--- src/rtl/reduction_flag_stream.sv ---
// rtl/reduction_flag_stream.sv - per-beat reduction flags and frame summary stream stage
//
// Purpose:
//   Accepts WIDTH-bit words on a valid/ready handshake and presents one registered
//   beat of 8 reduction flags per accepted word (1-cycle latency, full throughput).
//   Across each in_last-delimited frame it accumulates AND/OR/XOR reductions and a
//   saturating beat count, loaded into frm_* on the last beat.
//   Optional feature macro: FRAME_PARITY_CHECK_EN (sticky frame parity checker).
//
// Ports:
//   clk, rst              rising-edge clock, asynchronous active-high reset
//   in_valid/in_ready     input handshake; in_data word, in_last frame end
//   in_par                expected frame parity on the last beat (parity build only)
//   out_valid/out_ready   output handshake; out_flags, out_last
//   frm_valid             out_valid & out_last
//   frm_and/or/xor/beats  frame summary held until the next frame end
//   par_err               sticky parity error (tied 0 without FRAME_PARITY_CHECK_EN)
module reduction_flag_stream #(
  parameter int WIDTH = 16,
  parameter int CNT_W = 8
) (
  input  logic             clk,
  input  logic             rst,
  input  logic             in_valid,
  output logic             in_ready,
  input  logic [WIDTH-1:0] in_data,
  input  logic             in_last,
  output logic             out_valid,
  input  logic             out_ready,
  output logic [7:0]       out_flags,
  output logic             out_last,
  output logic             frm_valid,
  output logic             frm_and,
  output logic             frm_or,
  output logic             frm_xor,
  output logic [CNT_W-1:0] frm_beats,
  output logic             par_err,
  input  logic             in_par
);

  localparam int H = WIDTH / 2;
  localparam int Q = WIDTH / 4;
  localparam logic [CNT_W-1:0] CNT_MAX = {CNT_W{1'b1}};

  typedef enum logic {IDLE = 1'b0, IN_FRAME = 1'b1} state_t;

  state_t           state_q, state_d;
  logic             out_valid_q, out_valid_d;
  logic [7:0]       out_flags_q, out_flags_d;
  logic             out_last_q, out_last_d;
  logic             acc_and_q, acc_and_d;
  logic             acc_or_q, acc_or_d;
  logic             acc_xor_q, acc_xor_d;
  logic [CNT_W-1:0] cnt_q, cnt_d;
  logic             frm_and_q, frm_and_d;
  logic             frm_or_q, frm_or_d;
  logic             frm_xor_q, frm_xor_d;
  logic [CNT_W-1:0] frm_beats_q, frm_beats_d;

  logic             in_fire;
  logic [7:0]       beat_flags;
  // Accumulator values including the current beat.
  logic             acc_and_nx, acc_or_nx, acc_xor_nx;
  logic [CNT_W-1:0] cnt_nx;

  assign in_ready = ~out_valid_q | out_ready;
  assign in_fire  = in_valid & in_ready;

  always_comb begin
    beat_flags    = 8'h00;
    beat_flags[0] = &in_data[WIDTH-1:H];
    beat_flags[1] = |in_data[H-1:0];
    beat_flags[2] = ^in_data[WIDTH-Q-1:Q];
    beat_flags[3] = &in_data;
    beat_flags[4] = |in_data;
    beat_flags[5] = ^in_data;
    beat_flags[6] = (&in_data[H-1:0]) | (&in_data[WIDTH-1:H]);
    beat_flags[7] = (^in_data[Q-1:0]) & (|in_data[WIDTH-1:WIDTH-Q]);
  end

  // In IDLE the incoming beat starts a fresh frame, so the accumulators are
  // seeded from it instead of merged; this is how the re-arm after in_last works.
  always_comb begin
    if (state_q == IDLE) begin
      acc_and_nx = beat_flags[3];
      acc_or_nx  = beat_flags[4];
      acc_xor_nx = beat_flags[5];
      cnt_nx     = CNT_W'(1);
    end else begin
      acc_and_nx = acc_and_q & beat_flags[3];
      acc_or_nx  = acc_or_q | beat_flags[4];
      acc_xor_nx = acc_xor_q ^ beat_flags[5];
      cnt_nx     = (cnt_q == CNT_MAX) ? CNT_MAX : cnt_q + CNT_W'(1);
    end
  end

  always_comb begin
    state_d     = state_q;
    out_valid_d = out_valid_q & ~out_ready;
    out_flags_d = out_flags_q;
    out_last_d  = out_last_q;
    acc_and_d   = acc_and_q;
    acc_or_d    = acc_or_q;
    acc_xor_d   = acc_xor_q;
    cnt_d       = cnt_q;
    frm_and_d   = frm_and_q;
    frm_or_d    = frm_or_q;
    frm_xor_d   = frm_xor_q;
    frm_beats_d = frm_beats_q;
    if (in_fire) begin
      out_valid_d = 1'b1;
      out_flags_d = beat_flags;
      out_last_d  = in_last;
      acc_and_d   = acc_and_nx;
      acc_or_d    = acc_or_nx;
      acc_xor_d   = acc_xor_nx;
      cnt_d       = cnt_nx;
      if (in_last) begin
        state_d     = IDLE;
        frm_and_d   = acc_and_nx;
        frm_or_d    = acc_or_nx;
        frm_xor_d   = acc_xor_nx;
        frm_beats_d = cnt_nx;
      end else begin
        state_d = IN_FRAME;
      end
    end
  end

  always_ff @(posedge clk or posedge rst) begin
    if (rst) begin
      state_q     <= IDLE;
      out_valid_q <= 1'b0;
      out_flags_q <= 8'h00;
      out_last_q  <= 1'b0;
      acc_and_q   <= 1'b0;
      acc_or_q    <= 1'b0;
      acc_xor_q   <= 1'b0;
      cnt_q       <= '0;
      frm_and_q   <= 1'b0;
      frm_or_q    <= 1'b0;
      frm_xor_q   <= 1'b0;
      frm_beats_q <= '0;
    end else begin
      state_q     <= state_d;
      out_valid_q <= out_valid_d;
      out_flags_q <= out_flags_d;
      out_last_q  <= out_last_d;
      acc_and_q   <= acc_and_d;
      acc_or_q    <= acc_or_d;
      acc_xor_q   <= acc_xor_d;
      cnt_q       <= cnt_d;
      frm_and_q   <= frm_and_d;
      frm_or_q    <= frm_or_d;
      frm_xor_q   <= frm_xor_d;
      frm_beats_q <= frm_beats_d;
    end
  end

  assign out_valid = out_valid_q;
  assign out_flags = out_flags_q;
  assign out_last  = out_last_q;
  assign frm_valid = out_valid_q & out_last_q;
  assign frm_and   = frm_and_q;
  assign frm_or    = frm_or_q;
  assign frm_xor   = frm_xor_q;
  assign frm_beats = frm_beats_q;

`ifdef FRAME_PARITY_CHECK_EN
  logic par_err_q, par_err_d;

  always_comb begin
    par_err_d = par_err_q;
    if (in_fire && in_last && (acc_xor_nx != in_par)) par_err_d = 1'b1;
  end

  always_ff @(posedge clk or posedge rst) begin
    if (rst) par_err_q <= 1'b0;
    else     par_err_q <= par_err_d;
  end

  assign par_err = par_err_q;
`else
  logic unused_in_par;
  assign unused_in_par = in_par;
  assign par_err       = 1'b0;
`endif

endmodule

--- config.mk ---
export PLATFORM = sky130hd
export DESIGN_NAME = reduction_flag_stream
export DESIGN_NICKNAME = d
export VERILOG_FILES = /design/src/rtl/reduction_flag_stream.sv
export SDC_FILE = /design/constraint.sdc
export NUM_CORES = 1
export LEC_CHECK = 0
export ABC_CLOCK_PERIOD_IN_PS = 3300
export CAP_MARGIN = 0
export CORE_MARGIN = 2
export CORE_UTILIZATION = 50
export DETAILED_ROUTE_END_ITERATION = 10
export PLACE_DENSITY = 0.81
export SETUP_SLACK_MARGIN = 0.4
export SYNTH_ARGS = -nofsm -noshare
export SYNTH_HDL_FRONTEND = slang
export SYNTH_SLANG_ARGS = --single-unit
--- constraint.sdc ---
create_clock -name clk -period 3.3 [get_ports clk]
set_input_delay 0.495 -clock clk [delete_from_list [all_inputs] [get_ports clk]]
set_output_delay 0.495 -clock clk [all_outputs]
set_load 0.01 [all_outputs]
==> results of run 1 <==
## per-layer routing
layer | vias to the layer above | wire, microns
met2 | 46 | 1620
met4 | 0 | 65
met5 | - | 0
met3 | 5 | 196
li1 | 766 | -
met1 | 716 | 1594
## worst max path at each step
stage                           from      endpoint  slack, ns
final                      out_ready      in_ready       1.16
after global routing      in_data[4]  out_flags[5]       1.10
after CTS                  out_ready      in_ready       1.16
after detailed placement  in_data[4]     acc_xor_q       0.87
after global placement    in_data[4]  out_flags[5]       0.89
after floorplan           in_data[4]     acc_xor_q       1.48
## power by group
| group | total (mW) | internal (mW) | switching (mW) | leakage, nW |
|---|---|---|---|---|
| Clock | 0.303 | 0.165 | 0.138 | 0.0443 |
| Combinational | 0.312 | 0.171 | 0.141 | 0.686 |
| Sequential | 0.505 | 0.459 | 0.0455 | 0.424 |
| Total | 1.12 | 0.796 | 0.324 | 1.15 |
## worst reg2reg max path: stages, from the launching register on
cell	delay (ns)
dfrtp_1	0.45
ha_1	0.28
and4_1	0.30
and2_1	0.33
o21ai_0	0.15
o21ai_0	0.18
## cell type report
type | instances | area share, %
Timing Repair Buffer | 45 | 18.62
Clock buffer | 7 | 3.609
Sequential cell | 33 | 34.52
Multi-Input combinational cell | 147 | 37.92
Tap cell | 48 | 2.510
Inverter | 18 | 2.824
## metrics by stage
stage | util [%] | worst slack, ns | total power [mW] | instances
floorplan | - | 1.480 | 0.6916 | 210
global placement | 63.95 | 0.8887 | 0.8168 | 291
detailed placement | 63.95 | 0.8662 | 0.8269 | 291
CTS | 66.34 | 1.164 | 1.129 | 298
global route | 66.34 | 1.098 | 1.181 | 298
finish | 66.34 | 1.163 | 1.119 | 298
## cell usage in the layout, fill, tap and decap left out, types with 4 or more instances in the layout
master           Yosys  layout
a21oi_1              8       8
and3_1               4       4
clkbuf_8             0       6
clkdlybuf4s50_1      0      43
dfrtp_1             33      33
ha_1                17      17
inv_1               18      18
nand2_1             41      41
nand3_1              5       5
nand4_1              4       4
nor2_1              10      10
o21ai_0             25      25
xnor2_1              7       7
## cell families (layout without fill, tap and decap cells)
| kind of cell | count (synthesis) | after routing |
|---|---|---|
| AO/OA/AOI/OAI | 43 | 43 |
| XOR/XNOR | 11 | 11 |
| adder cells (fa/ha/maj) | 17 | 17 |
| buffers and inverters | 30 | 70 |
| flip-flops | 33 | 33 |
| multiplexers | 2 | 2 |
| other | 1 | 1 |
| AND/OR/NAND/NOR | 73 | 73 |
==> flow_summary.yaml, run 1 <==
run_status:
  run_status: "completed"
finish:
  multi_input_area_sq_um: 907.1
  drive_gt1_share_pct: 4.000
  fillers: 318
  area_delta_synth_final_pct: 28.84
  stdcell_area_sq_um: 2392
  seq_area_sq_um: 825.8
  diodes: 0
  nNetsFinal: 289
clock_network:
  cts_buffers: 5
  holdBufCountCts: 0
  root_buffer: "clkbuf_8"
  clk_latency_ns: 0.29
  cts_tree: "built"
  clk_pin_slew_worst_paths_ns: 0.06
  cts.sinks: 33
  post_cts_buffers: 0
  htreeDepth: 2
  ctsResizeCount: 0
  cts_max_path_buffers: 2
worst_setup_path:
  worstPathMaxFanout: 4
  critical_path_class: "primary input to output port"
  rr_startpoint: "cnt_q[0]"
  r2r_end: "cnt_q[1]"
  critPathTopFamily: "buffers and inverters"
  critical-path-slowest-cell: "clkdlybuf4s50_1"
  reg2reg_slack_ns: 1.51
  path_cells: "clkdlybuf4s50_1, nand2b_1, clkdlybuf4s50_1"
  critPathMaxStageDelay_ns: 0.55
  timing.critical_path.mode_cell: "clkdlybuf4s50_1"
  arrival_ns: 1.64
  critical_path_buf_inv_count: 2
  crit_path_end_kind: "output port"
  rr_worst_depth: 5
  worst-path-stages: 3
  critPathLaunchType: "primary input"
  cp.required_ns: 2.80
drt:
  postRouteAntennaNets: 0
  vias_per_cell: 5.144
  routedWlPerCell_microns: 11.66
  first_pass_iters: 4
  wl_microns: 3476
  drt_iter0_drc: 81
  drc: 0
  dr_total_vias: 1533
logic_synthesis:
  synth.area.top_cells: "dfrtp_1 (44%), ha_1 (11%), nand2_1 (8.3%)"
  synth_ff_type: "dfrtp_1"
  synth_fa_ha_area_share_pct: 11.46
  synth_cell_types: 31
  syn_inst: 210
  synth_top_family_by_area: "simple AND/OR/NAND/NOR gates"
  yosys.area_share.simple_pct: 17.59
  synth_commonest_cells: "nand2_1 (41), dfrtp_1 (33), o21ai_0 (25)"
  synth_nets: 249
  synth_top_area_share_pct: 44.47
  synthMuxAreaShare_pct: 1.078
  async_flop_share_pct: 100.0
  synth-compound-area-share_pct: 12.94
  ys_seq_area_share_pct: 44.47
  yosys_warnings: 0
  yosysTopAreaCell: "dfrtp_1"
  synth_enable_flop_cells: 0
  synth_area_sq_um: 1857
  synth_xor_area_share_pct: 5.593
  yosysMostFrequentCell: "nand2_1"
  synth_seq_cells: 33
  avgSynthCellArea_sq_um: 8.842
grt:
  top_usage_layer: "met2"
  grt_pass1_wl_microns: 6154
  grtUsageTotal_pct: 19.11
  grtUsageMet1_pct: 22.85
  grt_max_degree: 34
  grt-ovfl-total: 0
  met3_usage_pct: 5.903
  antenna_found_initial: 0
  grt_pass1_vias: 1456
  grtUsageMet2_pct: 31.83
floorplanning:
  num_rows: 22
  boundaryPins: 46
  coreArea_sq_um: 3606
  die_x_microns: 64.94
  die_h_microns: 64.94
  start_util_pct: 51.49
  die-area_sq_um: 4217
power:
  p_leak_nw: 1.155
  pwr_density_cell_nw_per_um2: 467.9
  vdd_drop_max_mv: 0.2118
min_path:
  holdPathStages: 2
  min_to: "frm_beats[5]"
  hp-class: "register to register"
  hold_path.startpoint: "frm_beats[5]"
run:
  drv_cap: 0
timing:
  grt_setup_unrepaired: "false"
  fin_worst_skew_ns: 0.002241
  worst_pin_slew_ns: 0.7746
  finalSetupViolCount: 0
  slew_viol_final: 0
  fin_tns_setup_ns: 0
  whs_ns: 0.4768
  hold_viol: 0
  post-route-period-util_pct: 64.77
  layout_min_cycle_time_ns: 2.137
  max_freq_ghz: 0.4679
  maxSlewHeadroom_pct: 48.24
placed_design:
  dp_hpwl_microns: 2561
  portBuffers: 43
  placed_area_sq_um: 2306
  gp_congestion: 0.8230
Note: power is estimated with default switching activity, not from simulation.
==> run 2, diff against run 1 <==
Settings changed: ABC_CLOCK_PERIOD_IN_PS 3300 to 1950, CORE_UTILIZATION 50 to 44, PLACE_DENSITY 0.81 to 0.75.
Clock period 3.3 ns to 1.95 ns, I/O delays scaled along.
==> run 2 against run 1 <==
  * Count of clock-buffer cells in the layout unchanged
  * Register-to-register slack worse by 1.0 ns
  * Clock power is 84% higher
  * Power increased by 83%
  * Setup slack lost 0.72 ns
  * First-iteration DRC count down 26%
  * Non-clock buffer count up 14
  * Sequential power rose by 67%
  * Routed wire length is 9.1% higher
  * Flip-flop and latch count did not move
  * Sequential share of layout area fell by 3.7 points
  * Die area grew 13%
  * Critical path type is now primary input to register
  * Largest cell class unchanged
  * Largest power group unchanged
==> flow_summary.yaml, run 2 (synthesis results as in run 1) <==
power:
  p_int_mw: 1.459
  p_leak_nw: 1.290
  swShare_pct: 28.91
  clockPowerShare_pct: 27.2
  pwr_density_cell_nw_per_um2: 766.2
  p_sw_mw: 0.5935
  vdd_drop_max_mv: 0.3164
  power_frac_seq_pct: 41.2
  power_frac_comb_pct: 31.7
finish:
  layout_common_cells: "nand2_1 (40), dfrtp_1 (33), clkdlybuf4s50_1 (24)"
  diodes: 0
  final_common_cell: "nand2_1"
  multi_input_area_sq_um: 1075
  drive_gt1_share_pct: 22.64
  area_delta_synth_final_pct: 44.27
  fillers: 364
  seq_area_sq_um: 825.8
  nNetsFinal: 303
  fin_util_pct: 66.49
drt:
  dr_total_vias: 1554
  postRouteAntennaNets: 0
  wl_microns: 3791
  drc: 0
  first_pass_iters: 4
  routedWlPerCell_microns: 12.03
  drt_iter0_drc: 60
  vias_per_cell: 4.933
run:
  drv_cap: 0
clock_network:
  cts_max_path_buffers: 2
  root_buffer: "clkbuf_8"
  htreeDepth: 2
  cts_tree: "built"
  clk_pin_slew_worst_paths_ns: 0.07
  clk_latency_ns: 0.28
  cts_buffers: 5
  holdBufCountCts: 0
  cts.sinks: 33
floorplanning:
  coreArea_sq_um: 4029
  die_h_microns: 68.96
  num_rows: 23
  start_util_pct: 46.09
  boundaryPins: 46
  die-area_sq_um: 4755
  die_x_microns: 68.96
run_status:
  run_status: "completed"
timing:
  worst_pin_slew_ns: 0.5034
  post-route-period-util_pct: 77.35
  hold_viol: 0
  fin_worst_skew_ns: 0.009773
  slew_viol_final: 0
  fin_tns_setup_ns: 0
  layout_min_cycle_time_ns: 1.508
  finalSetupViolCount: 0
  max_freq_ghz: 0.6630
  grt_setup_unrepaired: "true"
  maxSlewHeadroom_pct: 66.44
min_path:
  hp-class: "primary input to async pin"
grt:
  grt_max_degree: 34
  grt_pass1_vias: 1558
  antenna_found_initial: 0
  grt_pass1_wl_microns: 6568
  grtUsageTotal_pct: 18.91
  grt-ovfl-total: 0
placed_design:
  portBuffers: 43
  gp_congestion: 0.7651
  dp_hpwl_microns: 2818
worst_setup_path:
  crit_path_end_kind: "register"
  cp.required_ns: 2.12
  arrival_ns: 1.68
  critical_path_class: "primary input to register"
  critPathLaunchType: "primary input"
  worstPathMaxFanout: 3
[run 2: cell count changes in the layout (fill, tap and decap cells not counted), moves of 8 or more]
cell / before / now
inv_1: 18 / 3
ha_1: 17 / 8
inv_2: 0 / 15
clkdlybuf4s50_1: 43 / 24
dlygate4sd2_1: 0 / 15
ha_4: 0 / 8
buf_4: 2 / 15
[run 2: critical path: stages]
cell           delay (ns)
dlygate4sd2_1        0.22
inv_2                0.05
ha_4                 0.28
xor2_4               0.20
xnor2_2              0.10
xnor2_2              0.24
mux2i_1              0.22
a2bb2oi_1            0.08
[run 2: repair_timing]
action                                  CTS  global route
endpoints found under the setup margin   20            17
endpoints found under the hold margin     0             0
pin swaps                                 9             5
gates resized for setup                  40            10
buffers inserted                          3             0
[run 2: power by group through the flow]
| stage | registers (mW) | clock network, mW | logic (mW) |
|---|---|---|---|
| 6_report | 0.845 | 0.558 | 0.650 |
| 5_1_grt | 0.858 | 0.592 | 0.720 |
| 4_1_cts | 0.847 | 0.567 | 0.653 |
| 3_5_place_dp | 0.863 | 0 | 0.586 |
| 3_3_place_gp | 0.860 | 0 | 0.567 |
| 2_1_floorplan | 0.867 | 0 | 0.316 |
[run 2: final timing paths]
check / start / to / slack [ns] / depth (start not counted)
hold / removal: rst / acc_or_q / 0.40 / 3
min in group clk: out_flags[7] / out_flags[7] / 0.47 / 2
setup reg to reg: cnt_q[1] / cnt_q[3] / 0.50 / 6
hold reg to reg: out_flags[7] / out_flags[7] / 0.47 / 2
max in group asynchronous: rst / frm_beats[7] / 1.25 / 3
setup / recovery: in_data[3] / acc_xor_q / 0.44 / 8
[run 2: final cells by class]
| type | instances | share of cell area, % |
|---|---|---|
| Multi-Input combinational cell | 147 | 40.12 |
| Sequential cell | 33 | 30.83 |
| Timing Repair Buffer | 59 | 20.41 |
| Clock buffer | 7 | 3.596 |
| Inverter | 18 | 2.522 |
| Tap cell | 50 | 2.335 |
| Clock inverter | 1 | 0.1868 |
[run 2: layer usage]
layer / GRT usage [%] / part of all wire (%) / vias up
met1: 20.86 / 43 / 709
met2: 34.62 / 50 / 47
met5: 0 / 0 / -
li1: - / - / 792
met4: 8.088 / 1.6 / 0
met3: 4.221 / 5.9 / 6
[run 2: per-stage QoR]
stage | total power [mW] | worst slack (ns) | hold WS, ns | cells | instance area (sq um)
floorplan | 1.183 | 0.4008 | 0.4009 | 210 | 1924
global placement | 1.427 | -0.2189 | 0.4524 | 304 | 2471
detailed placement | 1.449 | -0.3528 | 0.4554 | 304 | 2471
CTS | 2.067 | 0.4049 | 0.4164 | 315 | 2669
global route | 2.170 | 0.3290 | 0.4757 | 315 | 2679
finish | 2.053 | 0.4418 | 0.3996 | 315 | 2679
==> run 3, diff against run 2 <==
Settings changed: ABC_CLOCK_PERIOD_IN_PS 1950 to 1300.
Clock period 1.95 ns to 1.3 ns, I/O delays scaled along.
==> run 3 against run 2 <==
  * The flow now finishes with violations (negative setup slack)
  * Flip-flop and latch count did not move
  * Count of clock-buffer cells in the layout did not move
  * First-iteration DRC count rose to 2.6 times the previous value
==> flow_summary.yaml, run 3 (synthesis results as in run 1) <==
run_status:
  run_status: "finished with violations"
  violations: "negative setup slack"
power:
  swShare_pct: 32.41
  power_frac_seq_pct: 34.5
  clockPowerShare_pct: 27.6
  p_int_mw: 2.551
  pwr_density_cell_nw_per_um2: 1149
  total_power_mw: 3.774
  p_leak_nw: 1.586
  power_frac_comb_pct: 37.8
  p_sw_mw: 1.223
  vdd_drop_max_mv: 0.7341
timing:
  finalSetupViolCount: 12
  max_freq_ghz: 0.6859
  fin_ws_ns: -0.1580
  fin_tns_setup_ns: -0.8290
  grt_setup_unrepaired: "true"
  layout_min_cycle_time_ns: 1.458
  slew_viol_final: 0
  fin_worst_skew_ns: 0.003242
  hold_viol: 0
  post-route-period-util_pct: 112.2
grt:
  grtUsageTotal_pct: 25.55
  grt_max_degree: 26
  grt_pass1_vias: 1875
  antenna_found_initial: 0
  grt-ovfl-total: 0
  grt_pass1_wl_microns: 8694
floorplanning:
  start_util_pct: 46.09
  coreArea_sq_um: 4029
  num_rows: 23
  die_h_microns: 68.96
  boundaryPins: 46
  die_x_microns: 68.96
  die-area_sq_um: 4755
worst_setup_path:
  cp.required_ns: 1.52
  arrival_ns: 1.68
  worstPathMaxFanout: 5
  critical_path_class: "register to register"
  critPathLaunchType: "register"
  crit_path_end_kind: "register"
drt:
  drt_iter0_drc: 156
  routedWlPerCell_microns: 18.41
  first_pass_iters: 4
  vias_per_cell: 5.476
  dr_total_vias: 1955
  drc: 0
  wl_microns: 6572
  postRouteAntennaNets: 0
clock_network:
  clk_latency_ns: 0.30
  holdBufCountCts: 0
  cts_tree: "built"
  htreeDepth: 2
  clk_pin_slew_worst_paths_ns: 0.07
  cts_buffers: 5
  root_buffer: "clkbuf_8"
  cts_max_path_buffers: 2
  cts.sinks: 33
finish:
  area_delta_synth_final_pct: 76.95
  final_common_cell: "buf_4"
  layout_common_cells: "buf_4 (39), dfrtp_1 (30), buf_2 (28)"
  nNetsFinal: 345
  diodes: 0
  drive_gt1_share_pct: 60.59
placed_design:
  dp_hpwl_microns: 3306
  gp_congestion: 0.8023
  portBuffers: 43
min_path:
  hp-class: "primary input to async pin"
run:
  drv_cap: 0
[run 3: cell count changes in the layout (fill, tap and decap cells not counted), sizes merged]
cell | before | now
dlymetal6s2s | 1 | 0
clkdlybuf4s15 | 3 | 2
clkinvlp | 0 | 1
and2 | 3 | 4
clkinv | 1 | 0
clkdlybuf4s50 | 24 | 4
nand2 | 41 | 44
buf | 16 | 88
bufinv | 0 | 1
inv | 18 | 17
dlygate4sd2 | 15 | 0
clkbuf | 7 | 10
[run 3: critical path, stage by stage, from the launching register on]
cell and delay, ns:
dfrtp_2 0.40, ha_4 0.15, and4_4 0.24, and2_4 0.21
nand2b_4 0.16, a21oi_4 0.06, a21oi_2 0.15
[run 3: what timing repair did]
action | in CTS | in global routing
gates resized for setup | 207 | 34
setup buffers | 10 | 14
setup endpoints to repair | 55 | 55
gates cloned | 3 | 1
pin swaps | 43 | 19
[run 3: cell type report]
cell class                 instances  area (sq um)
clock inverter                     1         30.03
multi-input combinational        151          1386
timing repair buffer              97         797.0
sequential                        33         832.0
fill                             235         743.2
tap                               50         62.56
inverter                          18         91.34
clock buffer                       7         86.33
[run 3: stage by stage]
step | area (sq um) | utilization [%] | cells | setup slack [ns] | hold slack, ns
2_1_floorplan | 2175 | - | 210 | -0.1175 | 0.1295
3_3_place_gp | 2790 | 69.25 | 321 | -0.7484 | 0.4592
3_5_place_dp | 2790 | 69.25 | 321 | -0.8344 | 0.4692
4_1_cts | 3024 | 75.06 | 342 | -0.04943 | 0.1907
5_1_grt | 3286 | 81.55 | 357 | -0.1902 | 0.2017
6_report | 3286 | 81.55 | 357 | -0.1580 | 0.1729
[run 3: layer usage]
layer,wire length (microns),vias up,global-route usage (%)
met1,2571,956,30.18
met4,204,0,11.52
li1,-,888,-
met3,466,20,5.195
met2,3331,91,44.47
met5,0,-,0
[run 3: path summary, 6_finish.rpt]
check / cells past startpoint / end / start / slack, ns
max: 6 / cnt_q[3] / cnt_q[0] / -0.16
min: 2 / out_valid / rst / 0.17
max reg2reg: 6 / cnt_q[3] / cnt_q[0] / -0.16
min reg2reg: 2 / frm_beats[4] / frm_beats[4] / 0.49
max in group asynchronous: 3 / state_q / rst / 0.73
min in group clk: 4 / out_flags[6] / in_data[3] / 0.43
[run 3: power by group through the flow]
stage               Clock, mW  Combinational (mW)  Sequential, mW
finish                   1.04                1.43            1.30
global route             1.09                1.53            1.31
CTS                      1.02                1.17            1.28
detailed placement          0                1.05            1.29
global placement            0                1.01            1.29
floorplan                   0               0.599            1.31
